## config.mk

```make
export PLATFORM = sky130hd
export DESIGN_NAME = pb_gesture_decoder
export DESIGN_NICKNAME = d
export VERILOG_FILES = /design/src/rtl/pb_gesture_decoder.sv
export SDC_FILE = /design/constraint.sdc
export NUM_CORES = 1
export LEC_CHECK = 0
export CAP_MARGIN = 10
export CORE_MARGIN = 3
export CORE_UTILIZATION = 50
export DETAILED_ROUTE_END_ITERATION = 6
export PLACE_DENSITY = 0.69
export SKIP_CTS_REPAIR_TIMING = 1
export SYNTH_ARGS = -nofsm -noshare
export SYNTH_HDL_FRONTEND = slang
export SYNTH_SLANG_ARGS = --single-unit
```

## constraint.sdc

```tcl
create_clock -name clk -period 2.5 [get_ports clk]
set_clock_uncertainty 0.05 [all_clocks]
set_input_delay 0.25 -clock clk [delete_from_list [all_inputs] [get_ports clk]]
set_output_delay 0.25 -clock clk [all_outputs]
set_load 0.005 [all_outputs]
```

## src/rtl/pb_gesture_decoder.sv

```systemverilog
// Push-button gesture classifier: turns debounced press/release events into
// single/double click, long press and auto-repeat pulses for downstream control FSMs.
module pb_gesture_decoder #(
  parameter int LONG_CYCLES   = 50_000_000,
  parameter int GAP_CYCLES    = 25_000_000,
  parameter int REPEAT_CYCLES = 10_000_000
) (
  input  logic clk,
  input  logic rst,
  input  logic PB_pressed_status,
  input  logic PB_pressed_pulse,
  input  logic PB_released_pulse,
  output logic single_click,
  output logic double_click,
  output logic long_press,
  output logic repeat_tick,
  output logic busy
);

  localparam int MAX_LG  = (LONG_CYCLES > GAP_CYCLES) ? LONG_CYCLES : GAP_CYCLES;
  localparam int MAX_CYC = (MAX_LG > REPEAT_CYCLES) ? MAX_LG : REPEAT_CYCLES;
  localparam int CW      = $clog2(MAX_CYC);

  localparam logic [CW-1:0] LONG_END = CW'(LONG_CYCLES - 1);
  localparam logic [CW-1:0] GAP_END  = CW'(GAP_CYCLES - 1);
  localparam logic [CW-1:0] REP_END  = CW'(REPEAT_CYCLES - 1);

  typedef enum logic [2:0] {
    IDLE   = 3'd0,
    PRESS1 = 3'd1,
    GAP    = 3'd2,
    PRESS2 = 3'd3,
    HOLD   = 3'd4
  } state_t;

  typedef struct packed {
    logic single_click;
    logic double_click;
    logic long_press;
    logic repeat_tick;
  } evt_t;

  state_t        state;
  logic [CW-1:0] cnt;
  evt_t          evt;

  // A release pulse always masks a coincident press pulse (illegal from the debouncer).
  logic press_ev, rel_ev;
  assign rel_ev   = PB_released_pulse;
  assign press_ev = PB_pressed_pulse & ~PB_released_pulse;

  always_ff @(posedge clk or negedge rst) begin
    if (!rst) begin
      state <= IDLE;
      cnt   <= '0;
      evt   <= '0;
    end else begin
      evt <= '0;
      cnt <= cnt + 1'b1;
      case (state)
        IDLE: begin
          cnt <= '0;
          if (press_ev) state <= PRESS1;
        end
        PRESS1: begin
          if (rel_ev) begin
            state <= GAP;
            cnt   <= '0;
          end else if (cnt == LONG_END) begin
            state          <= HOLD;
            cnt            <= '0;
            evt.long_press <= 1'b1;
          end else if (!PB_pressed_status) begin
            state <= IDLE;
            cnt   <= '0;
          end
        end
        GAP: begin
          if (press_ev) begin
            state <= PRESS2;
            cnt   <= '0;
          end else if (cnt == GAP_END) begin
            state            <= IDLE;
            cnt              <= '0;
            evt.single_click <= 1'b1;
          end
        end
        PRESS2: begin
          if (rel_ev) begin
            state            <= IDLE;
            cnt              <= '0;
            evt.double_click <= 1'b1;
          end else if (cnt == LONG_END) begin
            state          <= HOLD;
            cnt            <= '0;
            evt.long_press <= 1'b1;
          end else if (!PB_pressed_status) begin
            state <= IDLE;
            cnt   <= '0;
          end
        end
        HOLD: begin
          if (rel_ev || !PB_pressed_status) begin
            state <= IDLE;
            cnt   <= '0;
          end else if (cnt == REP_END) begin
            cnt             <= '0;
            evt.repeat_tick <= 1'b1;
          end
        end
        default: begin
          state <= IDLE;
          cnt   <= '0;
        end
      endcase
    end
  end

  assign single_click = evt.single_click;
  assign double_click = evt.double_click;
  assign long_press   = evt.long_press;
  assign repeat_tick  = evt.repeat_tick;
  assign busy         = (state != IDLE);

endmodule

```

==> results.yml <==
outcome:
  status: "finished clean"
grt:
  grt_antenna_before_repair: 0
  grt_max_degree: 34
  track_usage_pct: 18.5
  grt_overflow: 0
  grt_pass1_wl_um: 5890
  grt_pass1_vias: 1242
place:
  dpl.hpwl_um: 2420
  io_buffers: 9
  gp_congestion: 0.935
synthesis:
  syn_inst: 170
  ys_seq_area_share_pct: 48.0
  synth-adder-area-share_pct: 0.727
  async_flop_share_pct: 100
  ys_warn_count: 0
  syn_nets: 176
  postSynthAreaPerCell_sq_um: 10.1
  synth_area_leaders: "dfrtp_1, xor2_1, a21oi_1"
  synth-compound-area-share_pct: 10.2
  synth_edf_count: 0
  synth_top_area_share_pct: 48.0
  yosys-mux-area-fraction_pct: 0
  netlist_area_sq_um: 1720
  ys.flop_type: "dfrtp_1"
  synth_commonest_cells: "dfrtp_1, a21oi_1, xor2_1"
  synth-simple-area-share_pct: 25.4
  synth_most_common_cell: "dfrtp_1"
  synth-xor-area-share_pct: 12.2
  synth_top_area_cell: "dfrtp_1"
  synth.distinct_cells: 32
  synth_top_family_by_area: "simple AND/OR/NAND/NOR gates"
  ys_seq_elements: 33
setup_path:
  startpoint_type: "register"
  r2r_setup_slack_ps: 330
  r2r_cells: 7
  crit_fanout: 26
  end_kind: "register"
  arrival_ps: 2330
  required_ps: 2660
  r2r-start: "cnt[0]$_DFF_PN0_"
  critPathKind: "register to register"
  critPathLaunch: "cnt[0]$_DFF_PN0_"
  regToRegEndpoint: "cnt[25]$_DFF_PN0_"
  endpoint: "cnt[25]$_DFF_PN0_"
timing:
  finalCriticalPeriod_ps: 2170
  fin_setup_tns_ps: 0
  fmax_mhz: 461
  finalMaxSlewViolations: 0
  post-route-period-util_pct: 86.8
  rsz0062_at_grt: "false"
  hold_violations: 0
  slew_headroom_pct: 68.1
  setup_violations: 0
  tightest_slew_ps: 475
clocking:
  clock_sinks: 33
  htreeDepth: 2
  cts_max_path_buffers: 2
  ctsRootBufferMaster: "clkbuf_4"
  clk_pin_slew_ps: 100
  cts_tree: "built"
  numCtsBuffers: 5
  clock_latency_ps: 330
route:
  wire_per_inst_um: 15.0
  ant_nets: 0
  drt-total-wl_um: 3440
  viasPerCell: 5.86
  drc_errors: 0
  dr.pass1.iters: 4
  dr_total_vias: 1343
  initialDrtViolationCount: 131
die:
  die_x_um: 64.7
  initial_core_util_pct: 54.2
  num_io_pins: 10
  dieArea_sq_um: 4180
  rows: 20
  coreArea_sq_um: 3180
  die-height_um: 64.7
power_and_ir_drop:
  leakagePower_uw: 0.000775
  ir_worst_vdd_uv: 362
  powerDensity_nw_per_um2: 528
job:
  drv_cap: 0
layout:
  area_growth_pct: 10.2
  final_util_pct: 59.7
  nNetsFinal: 192
  drive_gt1_share_pct: 8.65
  n_antenna_cell: 0
worst_hold_path:
  hold_class: "input pin to async pin"
==> cell usage in the layout, fill, tap and decap left out, types with 2 or more instances in the layout <==
cell type	netlist	routed
clkdlybuf4s50_1	0	9
nand4_1	11	11
nand4b_1	2	2
nand2_1	10	10
a31oi_1	2	2
buf_4	0	5
nand2b_1	2	2
or2_2	2	2
inv_1	3	3
nor3_1	4	4
and3_1	4	4
nor2_1	8	8
clkbuf_4	0	5
a21oi_1	25	25
and4_1	3	3
xnor2_1	6	6
nand3_1	11	11
nor2b_1	3	3
xor2_1	18	18
nor4_1	4	4
o21ai_0	2	2
or3_1	2	2
dfrtp_1	33	33
==> flip-flops by register name, indices dropped and copies added, names as in the netlist <==
register      flops
state             3
cnt              26
long_press        1
single_click      1
double_click      1
repeat_tick       1
==> final cells by class <==
| type | instances | area (sq um) |
|---|---|---|
| Sequential cell | 33 | 826 |
| Multi-Input combinational cell | 129 | 836 |
| Tap cell | 44 | 55.1 |
| Fill cell | 265 | 1280 |
| Clock buffer | 5 | 37.5 |
| Timing Repair Buffer | 14 | 128 |
| Inverter | 3 | 11.3 |
| Clock inverter | 1 | 5.00 |
==> cells by family (layout without fill, tap and decap cells) <==
family	count (synthesis)	after routing
AOI/OAI and AO/OA	31	31
and+or+nand+nor	73	73
DFF	33	33
adders and majority gates	1	1
xor gates and xnor gates	24	24
buffers and inverters	8	23
==> worst min path at each step <==
stage	end	start	slack, ps	depth (start not counted)
floorplan	cnt[0]$_DFF_PN0_	rst	-100	0
global placement	cnt[0]$_DFF_PN0_	cnt[0]$_DFF_PN0_	410	1
detailed placement	cnt[0]$_DFF_PN0_	cnt[0]$_DFF_PN0_	430	1
CTS	cnt[18]$_DFF_PN0_	rst	270	2
global route	cnt[8]$_DFF_PN0_	rst	280	2
finish	cnt[10]$_DFF_PN0_	rst	260	2
==> power by group <==
part / switching (uW) / total (uW) / internal, uW
clock: 172 / 270 / 97.5
combinational: 86.4 / 154 / 67.6
sequential: 24.6 / 578 / 553
==> through the flow <==
step                instance area, sq um  instances  total power [uW]  hold slack, ps  setup WS, ps
floorplan                           1720        170               689           -95.6           553
global placement                    1860        223               737             412           445
detailed placement                  1860        223               743             429           357
CTS                                 1900        229              1010             268           344
global route                        1900        229              1050             276           133
finish                              1900        229              1000             259           330
==> layer usage <==
| metal | GRT usage, % | share of wire [%] | wire [um] | vias up |
|---|---|---|---|---|
| li1 | - | - | - | 651 |
| met1 | 25.5 | 49 | 1680 | 659 |
| met2 | 27.7 | 47 | 1620 | 28 |
| met3 | 4.85 | 3.3 | 112 | 5 |
| met4 | 7.12 | 0.99 | 34 | 0 |
| met5 | 0 | 0 | 0 | - |
==> worst max-delay path, stage by stage, from the launching register on <==
cell	delay, ps
dfrtp_1	400
ha_1	230
nand4_1	200
nor4_2	370
nand4_1	220
nand3_1	150
buf_4	280
a21oi_1	130
No activity file was read; power rests on OpenSTA's default activity.
